[src/rtl/rv32_enc_pkg.sv]
// Shared types, opcodes and immediate range limits for the RV32 instruction encoder.
// The range helper treats the 32-bit immediate as two's complement.
package rv32_enc_pkg;

  typedef enum logic [2:0] {
    FMT_R    = 3'd0,
    FMT_I    = 3'd1,
    FMT_S    = 3'd2,
    FMT_B    = 3'd3,
    FMT_U    = 3'd4,
    FMT_J    = 3'd5,
    FMT_LI   = 3'd6,
    FMT_RSVD = 3'd7
  } fmt_e;

  typedef enum logic [0:0] {
    S_IDLE   = 1'b0,
    S_SECOND = 1'b1
  } state_e;

  localparam logic [6:0]  OPC_LUI   = 7'b0110111;
  localparam logic [6:0]  OPC_OPIMM = 7'b0010011;
  localparam logic [31:0] NOP_INSTR = 32'h0000_0013;

  localparam int IMM12_MIN = -2048;
  localparam int IMM12_MAX = 2047;
  localparam int IMM_B_MIN = -4096;
  localparam int IMM_B_MAX = 4094;
  localparam int IMM_J_MIN = -(1 << 20);
  localparam int IMM_J_MAX = (1 << 20) - 2;

  function automatic logic in_range(input logic [31:0] imm, input int lo, input int hi);
    return ($signed(imm) >= lo) && ($signed(imm) <= hi);
  endfunction

endpackage

[src/rtl/rv32_instr_pack.sv]
// Combinational field packing and immediate checking for one encoder request.
// For LI it also produces the second (ADDI) word and flags whether it is needed.
module rv32_instr_pack
  import rv32_enc_pkg::*;
(
  input  logic [2:0]  fmt,
  input  logic [6:0]  opcode,
  input  logic [4:0]  rd,
  input  logic [4:0]  rs1,
  input  logic [4:0]  rs2,
  input  logic [2:0]  funct3,
  input  logic [6:0]  funct7,
  input  logic [31:0] imm,
  output logic [31:0] word,
  output logic [31:0] word2,
  output logic        two_beat,
  output logic        err
);

  logic        fits12;
  logic [19:0] li_hi;

  assign fits12 = in_range(imm, IMM12_MIN, IMM12_MAX);
  // Upper part rounded so that the sign-extended ADDI low part lands on imm.
  assign li_hi  = imm[31:12] + {19'd0, imm[11]};

  always_comb begin
    word     = '0;
    word2    = '0;
    two_beat = 1'b0;
    err      = 1'b0;
    case (fmt_e'(fmt))
      FMT_R: word = {funct7, rs2, rs1, funct3, rd, opcode};
      FMT_I: begin
        word = {imm[11:0], rs1, funct3, rd, opcode};
        err  = !fits12;
      end
      FMT_S: begin
        word = {imm[11:5], rs2, rs1, funct3, imm[4:0], opcode};
        err  = !fits12;
      end
      FMT_B: begin
        word = {imm[12], imm[10:5], rs2, rs1, funct3, imm[4:1], imm[11], opcode};
        err  = !in_range(imm, IMM_B_MIN, IMM_B_MAX) || imm[0];
      end
      FMT_U: begin
        word = {imm[31:12], rd, opcode};
        err  = (imm[11:0] != 12'd0);
      end
      FMT_J: begin
        word = {imm[20], imm[10:1], imm[11], imm[19:12], rd, opcode};
        err  = !in_range(imm, IMM_J_MIN, IMM_J_MAX) || imm[0];
      end
      FMT_LI: begin
        if (fits12) begin
          word = {imm[11:0], 5'd0, 3'b000, rd, OPC_OPIMM};
        end else begin
          word     = {li_hi, rd, OPC_LUI};
          word2    = {imm[11:0], rd, 3'b000, rd, OPC_OPIMM};
          two_beat = (imm[11:0] != 12'd0);
        end
      end
      default: begin
        word = {25'd0, opcode};
        err  = 1'b1;
      end
    endcase
  end

endmodule

[src/rtl/rv32_instr_enc.sv]
// RV32 instruction encoder: valid/ready request in, registered instruction beats out.
// Handshake: a transfer happens on a rising edge where valid && ready; the sender holds data stable while valid && !ready.
module rv32_instr_enc
  import rv32_enc_pkg::*;
#(
  parameter int XLEN       = 32,
  parameter bit NOP_ON_ERR = 1'b1
) (
  input  logic            clk,
  input  logic            rst_n,
  input  logic            req_valid,
  output logic            req_ready,
  input  logic [2:0]      req_fmt,
  input  logic [6:0]      req_opcode,
  input  logic [4:0]      req_rd,
  input  logic [4:0]      req_rs1,
  input  logic [4:0]      req_rs2,
  input  logic [2:0]      req_funct3,
  input  logic [6:0]      req_funct7,
  input  logic [XLEN-1:0] req_imm,
  output logic            instr_valid,
  input  logic            instr_ready,
  output logic [XLEN-1:0] instr,
  output logic            instr_last,
  output logic            instr_err
);

  state_e          state, state_nxt;
  logic [XLEN-1:0] pk_word, pk_word2, pend_q;
  logic            pk_two, pk_err;
  logic            accept, out_fire, load_second;

  rv32_instr_pack u_pack (
    .fmt      (req_fmt),
    .opcode   (req_opcode),
    .rd       (req_rd),
    .rs1      (req_rs1),
    .rs2      (req_rs2),
    .funct3   (req_funct3),
    .funct7   (req_funct7),
    .imm      (req_imm),
    .word     (pk_word),
    .word2    (pk_word2),
    .two_beat (pk_two),
    .err      (pk_err)
  );

  always_ff @(posedge clk or negedge rst_n) begin
    if (!rst_n) state <= S_IDLE;
    else        state <= state_nxt;
  end

  always_comb begin
    state_nxt = state;
    case (state)
      S_IDLE:   if (accept && pk_two) state_nxt = S_SECOND;
      S_SECOND: if (out_fire)         state_nxt = S_IDLE;
      default:                        state_nxt = S_IDLE;
    endcase
  end

  always_comb begin
    req_ready   = rst_n && (state == S_IDLE) && (!instr_valid || instr_ready);
    accept      = req_valid && req_ready;
    out_fire    = instr_valid && instr_ready;
    load_second = (state == S_SECOND) && out_fire;
  end

  // A new acceptance overwrites the output in the same cycle its previous beat drains.
  always_ff @(posedge clk or negedge rst_n) begin
    if (!rst_n) begin
      instr_valid <= 1'b0;
      instr       <= '0;
      instr_last  <= 1'b0;
      instr_err   <= 1'b0;
      pend_q      <= '0;
    end else if (accept) begin
      instr_valid <= 1'b1;
      instr       <= (pk_err && NOP_ON_ERR) ? NOP_INSTR : pk_word;
      instr_last  <= !pk_two;
      instr_err   <= pk_err;
      pend_q      <= pk_word2;
    end else if (load_second) begin
      instr       <= pend_q;
      instr_last  <= 1'b1;
      instr_err   <= 1'b0;
    end else if (out_fire) begin
      instr_valid <= 1'b0;
    end
  end

endmodule
[config.mk]
export PLATFORM = sky130hd
export DESIGN_NAME = rv32_instr_enc
export DESIGN_NICKNAME = d
export VERILOG_FILES = /design/src/rtl/rv32_enc_pkg.sv /design/src/rtl/rv32_instr_pack.sv /design/src/rtl/rv32_instr_enc.sv
export SDC_FILE = /design/constraint.sdc
export NUM_CORES = 1
export LEC_CHECK = 0
export CAP_MARGIN = 20
export CORE_MARGIN = 10
export CORE_UTILIZATION = 35
export DETAILED_ROUTE_END_ITERATION = 7
export PLACE_DENSITY = 0.68
export SLEW_MARGIN = 20
export SYNTH_ARGS = -nofsm -noshare
export SYNTH_HDL_FRONTEND = slang
export SYNTH_SLANG_ARGS = --single-unit
[constraint.sdc]
create_clock -name clk -period 4.4 [get_ports clk]
set_input_delay 0.66 -clock clk [delete_from_list [all_inputs] [get_ports clk]]
set_output_delay 0.66 -clock clk [all_outputs]
set_load 0.01 [all_outputs]
==> results.md, run 1 <==
- Final Hold Fails: 0
- Hold_buf cts: 0
- Post-Synth Adder-Cell Area: 1.312%
- R2R depth: 6
- Setup WS pre-CTS: 758.5 ps
- Mux share of post-synthesis cell area: 2.526%
- CTS tree: yes
- Routed length per instance: 21.23 um
- Fin. max-slew vios: 0
- Ratio of cells with drive above 1 in the final layout: 8.152%
- Vias in the first global route: 4,004
- Port Buf Inserts: 106
- Post-Syn Instances: 460
- #FFs+latches synth: 54
- Core Footprint: 0.01075 mm^2
- Htree depth: 2
- Post-synthesis simple-gate area fraction: 24.97%
- PwrDens: 373.1 mW/mm^2
- Worst Setup Start Kind: input port
- Syn Area/Cell: 8.291 um^2
- Area delta synth->final: 33.50%
- RSZ-0062 raised after global routing: no
- Post-Route Setup TNS: 0 ps
- Required time worst endpoint: 4600 ps
- Drc violations: 0
- Via count: 4,125
- Slew headroom: 35.75%
- Drt first-iter violations: 510
- Slowest CP cell: clkdlybuf4s50_1
- Starting density of the core: 35.49%
- Cts repair resizes: 0
- First-pass GRT wire length: 23.46 mm
- Antenna diodes: 0
- Clock slew at reported path FFs: 110 ps
- Syn Nets: 535
- Worst-margin pin slew: 960.2 ps
- Fmax: 0.2980 GHz
- Final Cycle Share: 76.27%
- CP Class: input port to register
- Buf/Inv on CP: 2
- Number of synthesized flops with an enable pin: 0
- Remaining antenna violation count: 0
- Top cell type's share of synthesized area: 35.43%
- Total global routing overflow: 0
- Cell row count: 38
- Final RePlAce weighted congestion: 0.9214
- Critical path, cell by cell: clkdlybuf4s50_1, nor2b_1, o221ai_1, a21oi_1, and4b_1, nand3_1, buf_4, o21ai_0
- DR vias/cell: 5.961
- Cell Area, Synth: 0.003814 mm^2
- Min Tclk post-route: 3356 ps
- Status: complete, no violations
- Total Wirelength: 14.69 mm
- Global Route Usage Sum: 18.13%
- WP data arrival: 3550 ps
- Synth Area in Compound Gates: 28.15%
- Crit path capture type: register
- Peak supply drop: 0.0002338 V
- # setup viols final: 0
- Clk buf depth: 2
- CP Max Fanout: 21
- Max incr delay on CP: 970 ps
- Antenna violations before repair: 0
- Post-synthesis sequential area ratio: 35.43%
- Die area: 0.01547 mm^2
- Placed insts: 684
- Clock tree root buffer cell: clkbuf_8
- Clk sinks: 54
- Largest net degree at the start of global routing: 55
- CP delay by family, top: buffers and inverters
- Post-synth cell types: 64
- Post-DP HPWL: 11.22 mm
- Postcts setup bufs: 0
- Inserted Clock Buffers: 5
- DR pass1 iterations: 5
- Ys Warns: 0
- Main synth FF type: dfrtp_1
- Largest cells by area after synthesis: dfrtp_1 (35%), nand2_1 (7.5%), a22oi_1 (7.1%), o21ai_0 (4.6%), nor4_1 (2.8%)
- HP Class: input port to asynchronous set/reset pin
- Final #Nets: 626
- Post-Synth XOR/XNOR Area: 1.837%
- # IOs: 107
- PnR worst setup slack: 1044 ps
- Max-cap violation count: 0
- Die W: 124.4 um
- Worst Skew: 10.36 ps
- Worst-skew pair later-pin latency: 310 ps
- Synth area leader: dfrtp_1
- Main combinational cell family by area after synthesis: compound AO/OA/AOI/OAI gates
- Fraction of registers with async set/reset: 100.0%
- Leakage: 1.963 nW
- WP depth: 8
- Layout Cells excl Fill: 692
- Die height: 124.4 um
-- cell type report --
cell class / instances / area, um^2
Clock buffer: 5 / 68.82
Clock inverter: 3 / 47.55
Fill cell: 1088 / 5654
Inverter: 12 / 45.04
Multi-Input combinational cell: 358 / 2242
Sequential cell: 54 / 1351
Tap cell: 140 / 175.2
Timing Repair Buffer: 120 / 1161
-- Yosys cell counts (all sizes together), types with 2 or more instances --
| master | instances |
|---|---|
| o31ai | 5 |
| o221ai | 2 |
| nand2b | 4 |
| a22o | 3 |
| and4 | 2 |
| nor4 | 21 |
| ha | 4 |
| nor2b | 2 |
| nand4 | 10 |
| mux2 | 5 |
| o21a | 2 |
| and2 | 2 |
| nand3 | 18 |
| a311oi | 3 |
| o41ai | 4 |
| a22oi | 36 |
| dfrtp | 54 |
| nor3 | 21 |
| nand2 | 78 |
| xor2 | 3 |
| mux2i | 4 |
| nor2 | 9 |
| a21o | 3 |
| or4 | 2 |
| a31oi | 4 |
| o31a | 8 |
| xnor2 | 5 |
| clkbuf | 20 |
| a21oi | 14 |
| a221o | 3 |
| and3 | 6 |
| a221oi | 6 |
| inv | 12 |
| buf | 16 |
| or2 | 3 |
| o21ai | 54 |
-- registers in the layout (all words and copies together) (netlist names) --
| name | count |
|---|---|
| state | 1 |
| instr_last | 1 |
| instr_valid | 1 |
| pend_q | 18 |
| instr | 32 |
| instr_err | 1 |
-- per-stage QoR --
| step | instance area [um^2] | power [W] | hold WS, ps | util, % |
|---|---|---|---|---|
| global placement | 4975 | 0.001542 | 462.2 | 46.30 |
| CTS | 5091 | 0.001905 | 489.6 | 47.38 |
| detailed placement | 4975 | 0.001555 | 466.2 | 46.30 |
| floorplan | 3814 | 0.001091 | 364.4 | - |
| global route | 5091 | 0.002020 | 506.5 | 47.38 |
| finish | 5091 | 0.001900 | 484.8 | 47.38 |
-- cells by family after synthesis --
family,Yosys count
simple gates,181
compound gates,156
flops,54
buf+inv,48
mux,9
xor+xnor,8
fa+ha+maj,4
-- worst reg2reg max path, cell delays in order (launching register included) --
cell and delay [ps]:
dfrtp_1 430, and3_1 170, buf_4 230, nor2_1 780, buf_4 370, a22o_1 160
a21o_1 80
-- report_power, final --
group	internal, W	switching [W]
Clock	0.000173	0.000184
Combinational	0.000410	0.000393
Sequential	0.000640	0.0000983
Total	0.00122	0.000676
-- per-layer routing --
| layer | track usage (%) | part of all wire [%] |
|---|---|---|
| met1 | 24.66 | 44 |
| met2 | 29.25 | 46 |
| met5 | 0 | 0 |
| met4 | 2.879 | 0.97 |
| met3 | 3.745 | 8.3 |
-- worst paths after layout --
path / endpoint / from / slack [ps]
worst max-delay path: instr[14] / req_fmt[1] / 1040
worst min-delay path: instr[25] / rst_n / 480
worst max register to register: instr[18] / instr_valid / 2130
worst min register to register: pend_q[22] / pend_q[22] / 490
max in group asynchronous: instr[22] / rst_n / 3450
min in group clk: pend_q[22] / pend_q[22] / 490
-- layout by cell type, fill, tap and decap left out, drive strengths merged, types with 14 or more instances in the layout --
cell type      count
a22oi             36
a21oi             14
nor3              21
dfrtp             54
nand3             18
o21ai             54
clkdlybuf4s50    105
buf               15
nor4              21
nand2             78
(Power assumes the default switching activity.)
==> run 2, diff against run 1 <==
==> constraint.sdc (replaced) <==
create_clock -name clk -period 3.2 [get_ports clk]
set_input_delay 0.48 -clock clk [delete_from_list [all_inputs] [get_ports clk]]
set_output_delay 0.48 -clock clk [all_outputs]
set_load 0.01 [all_outputs]
==> run 2 against run 1 <==
Compared with the run above:
- clock power rose by 14%
- critical path depth did not move
- power rose by 35%
- sequential share of layout area fell by 0.75 points
- worst hold slack got worse by 180 ps
- utilization rose by 1.4 points
- via count rose by 0.82%
- critical path type unchanged
==> results.md, run 2 (synthesis results as in run 1) <==
- Area after DPL: 0.005140 mm^2
- Clock slew at reported path FFs: 100 ps
- Fill cells: 1,078
- Cts repair resizes: 0
- Drc violations: 0
- Hold_buf cts: 0
- Total global routing overflow: 0
- CTS tree: yes
- Worst Setup Start Kind: input port
- Ratio of cells with drive above 1 in the final layout: 11.67%
- Max-cap violation count: 0
- Global Route Usage Sum: 18.21%
- Fmax: 0.3676 GHz
- HP Class: input port to asynchronous set/reset pin
- Htree depth: 2
- Worst-skew pair later-pin latency: 300 ps
- Postcts setup bufs: 0
- Fin. max-slew vios: 0
- Vias in the first global route: 4,106
- Sequential power share: 39.5%
- First-pass GRT wire length: 23.45 mm
- Area delta synth->final: 37.37%
- Die area: 0.01547 mm^2
- Post-DP HPWL: 11.73 mm
- Starting density of the core: 35.49%
- Top flop regs: instr (32), pend_q (18)
- Total Wirelength: 14.79 mm
- Final RePlAce weighted congestion: 0.9490
- Most frequent cells in the layout: clkdlybuf4s50_1 (105), nand2_1 (76), dfrtp_1 (54)
- Leakage: 2.053 nW
- Final Hold Fails: 0
- Routed length per instance: 20.72 um
- Number of flip-flops in the largest register: 32
- DR vias/cell: 5.825
- Core Footprint: 0.01075 mm^2
- WP data arrival: 2950 ps
- Via count: 4,159
- Commonest non-fill, non-tap cell in the layout: clkdlybuf4s50_1
- Die W: 124.4 um
- Power share of the clock group: 15.9%
- Status: complete, no violations
- P_int: 0.001646 W
- Final Cycle Share: 85.00%
- Hold_ws: 301.7 ps
- Layout Cells excl Fill: 714
- Largest net degree at the start of global routing: 55
- PwrDens: 487.7 mW/mm^2
- Worst-margin pin slew: 860.9 ps
- Overall power: 0.002555 W
- DR pass1 iterations: 5
- Antenna violations before repair: 0
- Cell row count: 38
- Drt first-iter violations: 472
- Antenna diodes: 0
- Die height: 124.4 um
- Worst Skew: 10.16 ps
- Post-Route Setup TNS: 0 ps
- Placed insts: 706
- CP Max Fanout: 8
- Largest Register: instr
- Slew headroom: 42.40%
- Final #Nets: 648
- Port Buf Inserts: 106
- RSZ-0062 raised after global routing: no
- # IOs: 107
- R2R depth: 6
- Remaining antenna violation count: 0
- Net Switching: 0.0009090 W
- Clock tree root buffer cell: clkbuf_8
- Clk sinks: 54
- Inserted Clock Buffers: 5
- Clk buf depth: 2
- Crit path capture type: register
- Peak supply drop: 0.0002918 V
- Logic gate share of total power: 44.6%
- Switching share of power: 35.58%
- Cell area after layout: 0.005239 mm^2
- Min Tclk post-route: 2720 ps
- # setup viols final: 0
- Required time worst endpoint: 3430 ps
- CP Class: input port to register
run 2: changes by cell type in the layout (fill, tap and decap cells not counted), sizes merged:
cell	before	now
buf	15	37
bufinv	1	0
clkbuf	5	6
clkinv	1	0
clkinvlp	0	1
run 2: worst max-delay path, stage by stage:
cell and delay [ps]:
clkdlybuf4s50_1 550, nor4_2 390, nand3_2 190, nor4_4 300
o41a_1 370, nand3_1 250, buf_4 250, a32oi_2 170
run 2: layout make-up:
cell class / instances / area [um^2] / share of cell area, %
clock inverter: 2 / 16.27 / 0.3105
clock buffer: 6 / 82.58 / 1.576
timing repair buffer: 142 / 1326 / 25.32
inverter: 12 / 45.04 / 0.8598
multi-input combinational: 358 / 2242 / 42.80
tap: 140 / 175.2 / 3.344
sequential: 54 / 1351 / 25.79
run 2: final timing paths:
kind | start | end | slack (ps)
min in group clk | pend_q[31] | pend_q[31] | 480
max reg2reg | instr_valid | instr[18] | 1160
min reg2reg | pend_q[31] | pend_q[31] | 480
min | rst_n | instr[26] | 300
max | req_imm[23] | instr[30] | 480
max in group asynchronous | rst_n | instr[12] | 2440
run 2: layer usage:
layer,vias to the layer above,wire length [um],GRT usage (%)
li1,1967,-,-
met1,1995,6594,24.30
met2,179,7026,29.90
met3,18,954,3.277
met4,0,217,3.701
met5,-,0,0
run 2: metrics by stage:
step	util (%)	worst slack, ps
final	48.75	479.9
after global routing	48.75	313.7
after CTS	48.75	511.2
after detailed placement	47.83	187.2
after global placement	47.83	162.6
after floorplan	-	915.4
run 2: power by group through the flow:
stage / registers (W) / logic [W] / clock network (W)
after floorplan: 0.00108 / 0.000424 / 0
after global placement: 0.00102 / 0.00113 / 0
after detailed placement: 0.00102 / 0.00114 / 0
after CTS: 0.00101 / 0.00115 / 0.000416
after global routing: 0.00103 / 0.00123 / 0.000445
final: 0.00101 / 0.00114 / 0.000406
==> run 3, diff against run 2 <==
--- a/config.mk
+++ b/config.mk
@@ -5,7 +5,6 @@
 export SDC_FILE = /design/constraint.sdc
 export NUM_CORES = 1
 export LEC_CHECK = 0
-export CAP_MARGIN = 20
 export CORE_MARGIN = 10
 export CORE_UTILIZATION = 35
 export DETAILED_ROUTE_END_ITERATION = 7
==> constraint.sdc (replaced) <==
create_clock -name clk -period 2.6 [get_ports clk]
set_input_delay 0.39 -clock clk [delete_from_list [all_inputs] [get_ports clk]]
set_output_delay 0.39 -clock clk [all_outputs]
set_load 0.01 [all_outputs]
==> run 3 against run 2 <==
Compared with the run above:
- routed wire length up 5.8%
- register-to-register slack got worse by 550 ps
- power up 27%
- count of clock-buffer cells in the layout did not move
- largest power group unchanged
==> results.md, run 3 (synthesis results as in run 1) <==
- Commonest non-fill, non-tap cell in the layout: clkdlybuf4s50_1
- Final Cycle Share: 96.12%
- Switching share of power: 35.63%
- # setup viols final: 0
- Clock tree root buffer cell: clkbuf_8
- CP Class: input port to register
- Total global routing overflow: 0
- Via count: 4,540
- WP data arrival: 2690 ps
- Slew headroom: 46.45%
- Fin util: 53.55%
- Die W: 124.4 um
- CP delay by family, top: simple AND/OR/NAND/NOR gates
- Clk sinks: 54
- Area delta synth->final: 50.89%
- Starting density of the core: 35.49%
- Buf/Inv on CP: 1
- Die area: 0.01547 mm^2
- GR Util met3: 3.447%
- Hold_buf cts: 0
- Final Hold Fails: 0
- Met2 Usage GRT: 32.10%
- Fmax: 0.4001 GHz
- Placed insts: 773
- PnR worst setup slack: 100.8 ps
- Power share of the clock group: 15.6%
- GRT met1 Usage: 25.09%
- # IOs: 107
- Postcts setup bufs: 0
- Most frequent cells in the layout: clkdlybuf4s50_1 (105), buf_4 (102), nand2_1 (76)
- Sequential power share: 38.4%
- CP Max Fanout: 11
- Overall power: 0.003252 W
- Min Tclk post-route: 2499 ps
- Routed length per instance: 20.04 um
- PwrDens: 565.1 mW/mm^2
- Cts repair resizes: 0
- Peak supply drop: 0.0004029 V
- Htree depth: 2
- Layout Cells excl Fill: 781
- Global Route Usage Sum: 19.16%
- Leakage: 2.383 nW
- Post-DP HPWL: 12.48 mm
- Max-cap violation count: 0
- Status: complete, no violations
- Worst Skew: 11.62 ps
- Clk buf depth: 2
- Required time worst endpoint: 2790 ps
- DR pass1 iterations: 5
- Slowest CP cell: or4_4
- Critical path, cell by cell: clkdlybuf4s50_1, nor4_4, nand3_2, or4_4, and4_1, a221oi_1, o21ai_1
- Global routing's busiest layer: met2
- Vias in the first global route: 4,534
- Max incr delay on CP: 630 ps
- DR vias/cell: 5.813
- CTS tree: yes
- Drt first-iter violations: 547
- Remaining antenna violation count: 0
- HP Class: input port to asynchronous set/reset pin
- Ratio of cells with drive above 1 in the final layout: 20.90%
- Inserted Clock Buffers: 5
- Fin. max-slew vios: 0
- Crit path capture type: register
- Clock slew at reported path FFs: 100 ps
- Worst Setup Start Kind: input port
- Die height: 124.4 um
- Drc violations: 0
- Final RePlAce weighted congestion: 0.8945
- Final #Nets: 715
- Core Footprint: 0.01075 mm^2
- Logic gate share of total power: 46.0%
- Worst-margin pin slew: 800.3 ps
- Antenna violations before repair: 0
- Antenna diodes: 0
- Cell row count: 38
- Largest net degree at the start of global routing: 55
- Top flop regs: instr (32), pend_q (18)
- First-pass GRT wire length: 25.02 mm
- Port Buf Inserts: 106
- RSZ-0062 raised after global routing: no
- Hold_ws: 219.9 ps
- Total Wirelength: 15.65 mm
- Net Switching: 0.001159 W
- P_int: 0.002093 W
- Setup WS pre-CTS: -222.2 ps
- Worst-skew pair later-pin latency: 300 ps
- Largest Register: instr
- Number of flip-flops in the largest register: 32
==> run 3: cell types whose count changed in the layout (fill, tap and decap cells not counted) <==
cell	previous run	this run
buf_12	0	1
buf_4	36	102
==> run 3: path summary, 6_finish.rpt <==
path,start,end,slack (ps),depth (start not counted)
setup reg to reg,instr_valid,instr[5],610,7
hold reg to reg,instr[6],instr[6],490,2
max in group asynchronous,rst_n,instr[19],1920,2
hold / removal,rst_n,pend_q[25],220,2
min in group clk,instr[6],instr[6],490,2
setup / recovery,req_imm[27],instr[16],100,7
==> run 3: cell type report <==
type	count	area [um^2]
Sequential cell	54	1351
Multi-Input combinational cell	358	2242
Tap cell	140	175.2
Inverter	12	45.04
Timing Repair Buffer	209	1842
Fill cell	1016	4991
Clock buffer	6	82.58
Clock inverter	2	16.27
==> run 3: per-stage QoR <==
| stage | TNS (ps) | cell area [um^2] |
|---|---|---|
| 2_1_floorplan | 0 | 3814 |
| 6_report | 0 | 5754 |
| 4_1_cts | 0 | 5754 |
| 3_5_place_dp | -3351 | 5655 |
| 5_1_grt | 0 | 5754 |
| 3_3_place_gp | -2386 | 5655 |
==> run 3: metal layers <==
layer | vias up | routed length (um) | share of wire [%]
li1 | 2100 | - | -
met1 | 2209 | 6831 | 44
met2 | 210 | 7540 | 48
met3 | 21 | 1051 | 6.7
met4 | 0 | 227 | 1.5
met5 | - | 0 | 0
==> run 3: power groups by stage <==
stage / Clock [W] / Combinational (W) / Sequential [W]
floorplan: 0 / 0.000522 / 0.00133
global placement: 0 / 0.00147 / 0.00125
detailed placement: 0 / 0.00150 / 0.00126
CTS: 0.000515 / 0.00150 / 0.00125
global route: 0.000553 / 0.00162 / 0.00128
finish: 0.000507 / 0.00150 / 0.00125
